==> src/rtl/prbs_gen_if.sv <==
// ============================================================================
//  Module   : prbs_gen_if
//  Brief    : Control/data bundle between a PRBS source and its consumer.
//             Optional err_inj line present when PRBS_ERR_INJ_EN is defined.
//  Revision : 1.0 - initial release
// ============================================================================
`default_nettype none

interface prbs_gen_if #(
    parameter int NCH = 2
) ();
    logic           enable;
    logic           valid;
    logic           load;
    logic [2:0]     mode;
`ifdef PRBS_ERR_INJ_EN
    logic           err_inj;
`endif
    logic [NCH-1:0] bit_out;
    logic           wrap;

    modport master (
        output enable, valid, load, mode,
`ifdef PRBS_ERR_INJ_EN
        output err_inj,
`endif
        input  bit_out, wrap
    );

    modport slave (
        input  enable, valid, load, mode,
`ifdef PRBS_ERR_INJ_EN
        input  err_inj,
`endif
        output bit_out, wrap
    );
endinterface

`default_nettype wire

==> src/rtl/prbs_gen.sv <==
// ============================================================================
//  Module   : prbs_gen
//  Brief    : Multi-channel Fibonacci PRBS source, PRBS7/9/15/23/31 selectable
//             at load time. Optional macro PRBS_ERR_INJ_EN adds bit-error inject.
//  Revision : 1.0 - initial release
// ============================================================================
`default_nettype none

module prbs_gen #(
    parameter int                       NB_LFSR  = 31,
    parameter int                       NCH      = 2,
    parameter logic [NCH*NB_LFSR-1:0]   SEEDS    = {31'h1FE, 31'h1AA},
    parameter logic [2:0]               MODE_RST = 3'd1
) (
    input  wire logic   clk,
    input  wire logic   rst,
    prbs_gen_if.slave   bus
);

    localparam logic [NB_LFSR-1:0] c_one = {{(NB_LFSR-1){1'b0}}, 1'b1};

    function automatic int f_deg(input logic [2:0] m);
        case (m)
            3'd0:    return 7;
            3'd2:    return 15;
            3'd3:    return 23;
            3'd4:    return 31;
            default: return 9;
        endcase
    endfunction

    // Distance from the output bit to the second feedback tap (N-M).
    function automatic int f_tap(input logic [2:0] m);
        case (m)
            3'd0:    return 1;
            3'd2:    return 1;
            3'd3:    return 5;
            3'd4:    return 3;
            default: return 4;
        endcase
    endfunction

    function automatic logic [NB_LFSR-1:0] f_mask(input logic [2:0] m);
        return {NB_LFSR{1'b1}} >> (NB_LFSR - f_deg(m));
    endfunction

    // An all-zero seed after masking would lock the LFSR, so substitute 1.
    function automatic logic [NB_LFSR-1:0] f_eff_seed(input int k, input logic [2:0] m);
        logic [NB_LFSR-1:0] s;
        s = SEEDS[k*NB_LFSR +: NB_LFSR] & f_mask(m);
        if (s == '0) begin
            s = c_one;
        end
        return s;
    endfunction

    logic [2:0]                     r_mode;
    logic [NCH-1:0][NB_LFSR-1:0]    r_state;
    logic                           r_wrap;
`ifdef PRBS_ERR_INJ_EN
    logic                           r_inj;
`endif

    logic [NB_LFSR-1:0]             w_mask;
    logic [4:0]                     w_tap;
    logic [4:0]                     w_msb;
    logic [NCH-1:0]                 w_fb;
    logic [NCH-1:0]                 w_zero;
    logic [NCH-1:0][NB_LFSR-1:0]    w_next;
    logic [NCH-1:0]                 w_bits;
    logic                           w_adv;

    assign w_adv = bus.enable & bus.valid;

    always_comb begin
        w_mask = f_mask(r_mode);
        w_tap  = 5'(f_tap(r_mode));
        w_msb  = 5'(f_deg(r_mode) - 1);
        w_fb   = '0;
        w_zero = '0;
        w_next = '0;
        for (int k = 0; k < NCH; k++) begin
            w_zero[k] = ((r_state[k] & w_mask) == '0);
            w_fb[k]   = r_state[k][0] ^ r_state[k][w_tap];
            w_next[k] = w_zero[k] ? c_one
                      : (((r_state[k] >> 1) | (NB_LFSR'(w_fb[k]) << w_msb)) & w_mask);
        end
    end

    always_ff @(posedge clk) begin
        if (!rst) begin
            r_mode <= MODE_RST;
            for (int k = 0; k < NCH; k++) begin
                r_state[k] <= f_eff_seed(k, MODE_RST);
            end
            r_wrap <= 1'b0;
        end else if (bus.load) begin
            r_mode <= bus.mode;
            for (int k = 0; k < NCH; k++) begin
                r_state[k] <= f_eff_seed(k, bus.mode);
            end
            r_wrap <= 1'b0;
        end else if (w_adv) begin
            r_state <= w_next;
            r_wrap  <= (w_next[0] == f_eff_seed(0, r_mode));
        end else begin
            r_wrap <= 1'b0;
        end
    end

`ifdef PRBS_ERR_INJ_EN
    // Inversion lives only on the output path; the LFSR keeps running clean.
    always_ff @(posedge clk) begin
        if (!rst || bus.load) begin
            r_inj <= 1'b0;
        end else begin
            r_inj <= w_adv & bus.err_inj;
        end
    end
`endif

    always_comb begin
        w_bits = '0;
        for (int k = 0; k < NCH; k++) begin
            w_bits[k] = r_state[k][0];
        end
`ifdef PRBS_ERR_INJ_EN
        w_bits[0] = r_state[0][0] ^ r_inj;
`endif
    end

    assign bus.bit_out = w_bits;
    assign bus.wrap    = r_wrap;

endmodule

`default_nettype wire

==> src/flat_wrapper.sv <==
// flat-port wrapper written by rule: the top's interface ports become plain ports
module prbs_gen_flat 
#(
    parameter int                       NB_LFSR  = 31,
    parameter int                       NCH      = 2,
    parameter logic [NCH*NB_LFSR-1:0]   SEEDS    = {31'h1FE, 31'h1AA},
    parameter logic [2:0]               MODE_RST = 3'd1
)
  (clk, rst, bus_enable, bus_valid, bus_load, bus_mode, bus_bit_out, bus_wrap);
  prbs_gen_if #(.NCH(NCH)) bus_i ();
  input  wire logic clk;
  input  wire logic rst;
  input wire logic [$bits(bus_i.enable)-1:0] bus_enable;
  input wire logic [$bits(bus_i.valid)-1:0] bus_valid;
  input wire logic [$bits(bus_i.load)-1:0] bus_load;
  input wire logic [$bits(bus_i.mode)-1:0] bus_mode;
  output wire logic [$bits(bus_i.bit_out)-1:0] bus_bit_out;
  output wire logic [$bits(bus_i.wrap)-1:0] bus_wrap;
  assign bus_i.enable = bus_enable;
  assign bus_i.valid = bus_valid;
  assign bus_i.load = bus_load;
  assign bus_i.mode = bus_mode;
  assign bus_bit_out = bus_i.bit_out;
  assign bus_wrap = bus_i.wrap;
  prbs_gen #(.NB_LFSR(NB_LFSR), .NCH(NCH), .SEEDS(SEEDS), .MODE_RST(MODE_RST)) u_core (.clk(clk), .rst(rst), .bus(bus_i));
endmodule
==> config.mk <==
export PLATFORM = sky130hd
export DESIGN_NAME = prbs_gen_flat
export DESIGN_NICKNAME = d
export VERILOG_FILES = /design/src/rtl/prbs_gen_if.sv /design/src/rtl/prbs_gen.sv /design/src/flat_wrapper.sv
export SDC_FILE = /design/constraint.sdc
export NUM_CORES = 1
export LEC_CHECK = 0
export ABC_AREA = 1
export ABC_CLOCK_PERIOD_IN_PS = 8300
export CAP_MARGIN = 5
export CORE_ASPECT_RATIO = 0.8
export CORE_MARGIN = 5
export CORE_UTILIZATION = 53
export DETAILED_ROUTE_END_ITERATION = 10
export PLACE_DENSITY = 0.79
export SYNTH_ARGS = -nofsm -noshare
export SYNTH_HDL_FRONTEND = slang
export SYNTH_SLANG_ARGS = --single-unit
==> constraint.sdc <==
create_clock -name clk -period 8.3 [get_ports clk]
set_input_delay 1.66 -clock clk [delete_from_list [all_inputs] [get_ports clk]]
set_output_delay 1.66 -clock clk [all_outputs]
set_load 0.01 [all_outputs]
==> impl_metrics.yaml, run 1 <==
outcome:
  status: "finished clean"
cts:
  path_clk_slew_ns: 0.07
  cts_resized: 0
  cts_tree: "yes"
  cts_buffers: 9
  cts_buffer_depth: 2
  clock_latency_ns: 0.35
  htreeDepth: 3
  clock-root-buffer: "clkbuf_8"
  clock_sinks: 66
  post_cts.repair.setup_buffers: 0
  postCtsHoldBufs: 0
worst_setup_path:
  endpoint_kind: "flip-flop"
  crit_path_max_fanout: 28
  cp.required_ns: 8.50
  max_stage_delay_ns: 0.51
  crit_chain: "clkdlybuf4s50_1 -> nor2_1 -> inv_1 -> buf_4 -> nor2_1 -> nand2_1 -> a21oi_1"
  cp_data_arrival_time_ns: 3.87
  crit_family: "buffers and inverters"
  critPathLaunch: "bus_load"
  crit_buf_inv: 3
  reg2reg_from: "u_core.r_mode[0]"
  start_kind: "input pin"
  crit_type: "input pin to flip-flop"
  crit_top_cell: "nor2_1"
  slowest_stage: "clkdlybuf4s50_1"
placement:
  dpl.hpwl_um: 4650
  place_ws_ns: 4.28
  gp_congestion: 0.899
  port_buffers: 10
  dp_cells: 438
global_route:
  grt_pass1_vias: 2378
  grt.overflow.total: 0
  antenna_found_initial: 0
  grt_pass1_wl_um: 11100
  grt_max_degree: 56
  track_usage_pct: 18.7
synthesis:
  synth_area_leaders: "edfxtp_1 58%, nand2_1 8.6%, nor2_1 6.3%"
  synth_simple_gate_area_share_pct: 27.0
  synth-seq-cells: 66
  syn-num-nets: 362
  muxShareOfSynthArea_pct: 0
  synth_compound_area_share_pct: 4.11
  synthDistinctLibCells: 30
  synth_common_cells: "74 x nand2_1, 62 x edfxtp_1, 54 x nor2_1"
  synth-edff-count: 62
  synthArstFlopShare_pct: 0
  seq_area_frac_synth_pct: 60.2
  yosys.area_share.adder_pct: 0
  synth_top_family_by_area: "simple AND/OR/NAND/NOR gates"
  synth_warnings: 0
  synth.largest_area_cell: "edfxtp_1"
  avgSynthCellArea_sq_um: 9.11
  synth-main-ff-cell: "edfxtp_1"
  synth_xor_area_share_pct: 0
  synth_cells: 354
  synth_area_sq_um: 3230
  synth_top_area_share_pct: 57.7
  yosysMostFrequentCell: "nand2_1"
routing:
  drt_iter0_drc: 214
  drtPass1Iterations: 4
  drc_errors: 0
  vias_per_cell: 5.33
  drt-wirelength-per-cell_um: 14.5
  ant_nets: 0
  vias: 2419
  drt_wl_total_um: 6600
pwr:
  combinationalPowerShare_pct: 8.9
  p_int_mw: 0.569
  power_per_cell_area_nw_per_um2: 208
  power.leakage_nw: 1.47
  clkPwrFrac_pct: 39.2
  seqPwrFrac_pct: 51.9
  peakVddDrop_v: 0.000116
  p_sw_share_pct: 24.2
  p_switching_mw: 0.181
timing:
  hold-worst-slack_ns: 0.545
  worstMarginPinSlew_ns: 0.674
  setup_viol: 0
  max_freq_mhz: 273
  slew_headroom_pct: 55.0
  finalCritPeriodShare_pct: 44.2
  fin_tns_setup_ns: 0
  period_needed_ns: 3.67
  drv_slew: 0
  finalClockSkew_ns: 0.00612
  fin_ws_ns: 4.63
  rsz0062_at_grt: "false"
  finalHoldViolCount: 0
layout:
  drive_gt1_share_pct: 11.0
  final_net_count: 376
  synthToLayoutAreaGrowth_pct: 11.7
  instances_no_fill: 454
  final_util_pct: 60.9
  num_antenna_cells: 0
die:
  dieHeight_um: 79.8
  ios: 11
  core_sq_um: 5910
  die_area_sq_um: 7760
  rows: 25
  initial_utilization_pct: 54.6
  die_w_um: 97.2
min_path:
  worstHoldPathType: "flip-flop to flip-flop"
  min_from: "u_core.r_state[2]"
run:
  cap_violations: 0
-- worst register-to-register path, delay by kind of cell (launching register included) --
| family | cells | cell delay, ns |
|---|---|---|
| compound gates | 3 | 0.79 |
| simple gates | 4 | 0.55 |
| flops | 1 | 0.50 |
| buf+inv | 2 | 0.17 |
-- routing by layer --
layer  track usage, %  up-vias  wire [um]
li1                 -     1181          -
met1             23.6     1121       2940
met2             30.0      100       2980
met3             5.24       17        533
met4             9.27        0        148
met5                0        -          0
-- cell type report --
cell class,instances,area [sq um]
well taps,81,101
clock inverters,7,93.8
fillers,480,2310
multi-input cells,220,1000
repair buffers,12,115
clock buffers,9,124
inverters,59,221
flip-flops and latches,66,1940
-- logic make-up (layout without fill, tap and decap cells) --
group	count (synthesis)	in the layout
compound gates	24	24
buf+inv	68	87
flops	66	66
simple gates	196	196
-- sequential cells by signal, indices dropped and copies added (netlist names) --
name	count
u_core.bus.wrap	1
u_core.bus.bit_out	2
u_core.r_state	60
u_core.r_mode	3
-- power groups by stage --
stage          Clock, mW  Sequential (mW)  Combinational, mW
2_1_floorplan          0            0.394             0.0493
3_3_place_gp           0            0.395             0.0639
3_5_place_dp           0            0.396             0.0659
4_1_cts            0.298            0.389             0.0665
5_1_grt            0.312            0.391             0.0755
6_report           0.294            0.389             0.0667
-- path summary, 6_finish.rpt --
check | end | slack, ns | cells past startpoint
min reg2reg | u_core.r_state[1] | 0.54 | 2
min | u_core.r_state[1] | 0.54 | 2
max reg2reg | u_core.r_state[22] | 6.15 | 9
max | u_core.r_state[53] | 4.63 | 7
-- layout by cell type (no fill, tap or decap), drive strengths merged, types with 7 or more instances in the layout --
master | netlist | layout
a21oi | 7 | 7
clkbuf | 4 | 9
clkdlybuf4s50 | 0 | 10
edfxtp | 62 | 62
inv | 58 | 58
nand2 | 81 | 81
nand3 | 30 | 30
nor2 | 56 | 56
nor3 | 11 | 11
o21ai | 13 | 13
-- metrics by stage --
step	instance area, sq um	total power [mW]
2_1_floorplan	3230	0.443
3_3_place_gp	3380	0.459
3_5_place_dp	3380	0.462
4_1_cts	3600	0.753
5_1_grt	3600	0.778
6_report	3600	0.750
No activity file was read; power rests on OpenSTA's default activity.
==> run 2: changes to the inputs <==
--- a/config.mk
+++ b/config.mk
@@ -6,7 +6,7 @@
 export NUM_CORES = 1
 export LEC_CHECK = 0
 export ABC_AREA = 1
-export ABC_CLOCK_PERIOD_IN_PS = 8300
+export ABC_CLOCK_PERIOD_IN_PS = 3800
 export CAP_MARGIN = 5
 export CORE_ASPECT_RATIO = 0.8
 export CORE_MARGIN = 5
==> constraint.sdc (replaced) <==
create_clock -name clk -period 3.8 [get_ports clk]
set_input_delay 0.76 -clock clk [delete_from_list [all_inputs] [get_ports clk]]
set_output_delay 0.76 -clock clk [all_outputs]
set_load 0.01 [all_outputs]
==> impl_metrics.yaml, run 2 (synthesis results as in run 1) <==
layout:
  final_common_cell: "nand2_1"
  final_cell_mix: "73 x nand2_1, 62 x edfxtp_1, 54 x nor2_1"
  num_antenna_cells: 0
  final_net_count: 377
  largest_register_ffs: 60
  synthToLayoutAreaGrowth_pct: 11.1
  instances_no_fill: 455
  drive_gt1_share_pct: 10.4
  regMostFlops: "u_core.r_state"
cts:
  htreeDepth: 3
  cts_resized: 0
  postCtsHoldBufs: 0
  path_clk_slew_ns: 0.06
  clock-root-buffer: "clkbuf_8"
  cts_tree: "yes"
  post_cts.repair.setup_buffers: 0
  cts_buffer_depth: 2
  clock_latency_ns: 0.34
  clock_sinks: 66
  cts_buffers: 9
global_route:
  grt_use_met3_pct: 6.11
  grt_pass1_wl_um: 10700
  grt.overflow.total: 0
  grt_max_degree: 47
  antenna_found_initial: 0
  grt.busiest_layer: "met2"
  grt_pass1_vias: 2231
  track_usage_pct: 17.9
  grt_use_met2_pct: 27.1
  use_met1_pct: 23.5
worst_setup_path:
  crit_chain: "clkdlybuf4s50_1 -> nor2_1 -> buf_4 -> inv_1 -> nor2_1 -> nand2_1 -> nor2_1"
  cp_data_arrival_time_ns: 2.48
  reg2reg_from: "u_core.r_mode[0]"
  r2r_setup_slack_ns: 1.66
  crit_family: "buffers and inverters"
  endpoint_kind: "flip-flop"
  critPathLaunch: "bus_load"
  crit_path_max_fanout: 18
  critPathCapture: "u_core.r_state[51]"
  slowest_stage: "clkdlybuf4s50_1"
  ff2ff_path_depth: 8
  crit_type: "input pin to flip-flop"
  max_stage_delay_ns: 0.59
  crit_buf_inv: 3
  start_kind: "input pin"
  crit_top_cell: "nor2_1"
  crit_cells: 7
  cp.required_ns: 3.88
  reg2reg_to: "u_core.r_state[51]"
die:
  rows: 25
  die_w_um: 97.2
  core_sq_um: 5910
  dieHeight_um: 79.8
  die_area_sq_um: 7760
  ios: 11
  initial_utilization_pct: 54.6
placement:
  place_ws_ns: 1.08
  dpl.hpwl_um: 4530
  dp_cells: 439
  gp_congestion: 0.931
  port_buffers: 10
routing:
  drt_iter0_drc: 153
  vias: 2379
  ant_nets: 0
  drt-wirelength-per-cell_um: 14.1
  drt_wl_total_um: 6420
  drc_errors: 0
  drtPass1Iterations: 5
  vias_per_cell: 5.23
timing:
  finalCritPeriodShare_pct: 63.1
  period_needed_ns: 2.40
  fin_tns_setup_ns: 0
  finalHoldViolCount: 0
  fin_ws_ns: 1.40
  max_freq_mhz: 417
  slew_headroom_pct: 62.0
  finalClockSkew_ns: 0.00954
  drv_slew: 0
  rsz0062_at_grt: "false"
  setup_viol: 0
  worstMarginPinSlew_ns: 0.570
min_path:
  worstHoldPathType: "flip-flop to flip-flop"
outcome:
  status: "finished clean"
pwr:
  finalPower_mw: 1.55
  power.leakage_nw: 1.47
  peakVddDrop_v: 0.000272
  power_per_cell_area_nw_per_um2: 432
run:
  cap_violations: 0
[run 2: cell count changes in the layout (fill, tap and decap cells not counted)]
| cell | change |
|---|---|
| bufinv_16 | -1 |
| clkinvlp_4 | -2 |
| buf_12 | +1 |
| clkbuf_1 | +3 |
| clkinv_2 | +1 |
| clkinv_4 | -1 |
[run 2: per-layer routing]
layer	wire length [um]	part of all wire (%)
met1	2990	47
met2	2830	44
met3	444	6.9
met4	156	2.4
met5	0	0
[run 2: worst min-delay path by stage]
stage                        end  slack, ns  depth (start not counted)         startpoint
5_1_grt        u_core.r_state[1]       0.56                          2  u_core.r_state[2]
3_5_place_dp   u_core.r_state[1]       0.52                          2  u_core.r_state[2]
3_3_place_gp   u_core.r_state[1]       0.52                          2  u_core.r_state[2]
4_1_cts        u_core.r_state[1]       0.53                          2  u_core.r_state[2]
6_report       u_core.r_state[1]       0.53                          2  u_core.r_state[2]
2_1_floorplan  u_core.r_state[1]       0.50                          2  u_core.r_state[2]
[run 2: where the power goes]
part | switching [mW] | total (mW) | internal [mW]
registers | 0.0201 | 0.850 | 0.830
logic | 0.0986 | 0.146 | 0.0477
clock network | 0.252 | 0.553 | 0.300
total | 0.371 | 1.55 | 1.18
[run 2: tightest hold or removal path: stages (launching register included)]
cell	delay [ns]
edfxtp_1	0.32
inv_1	0.06
nand2_1	0.06
[run 2: final cells by class]
| class | instances | area, sq um |
|---|---|---|
| Clock inverter | 4 | 45.0 |
| Multi-Input combinational cell | 220 | 1000 |
| Inverter | 59 | 221 |
| Tap cell | 81 | 101 |
| Fill cell | 490 | 2330 |
| Sequential cell | 66 | 1940 |
| Clock buffer | 12 | 135 |
| Timing Repair Buffer | 13 | 135 |
[run 2: stage by stage]
step | utilization (%) | instance area, sq um | hold WS (ns)
after global placement | 57.6 | 3400 | 0.516
final | 60.6 | 3580 | 0.531
after global routing | 60.6 | 3580 | 0.558
after detailed placement | 57.6 | 3400 | 0.518
after floorplan | - | 3230 | 0.505
after CTS | 60.6 | 3580 | 0.532
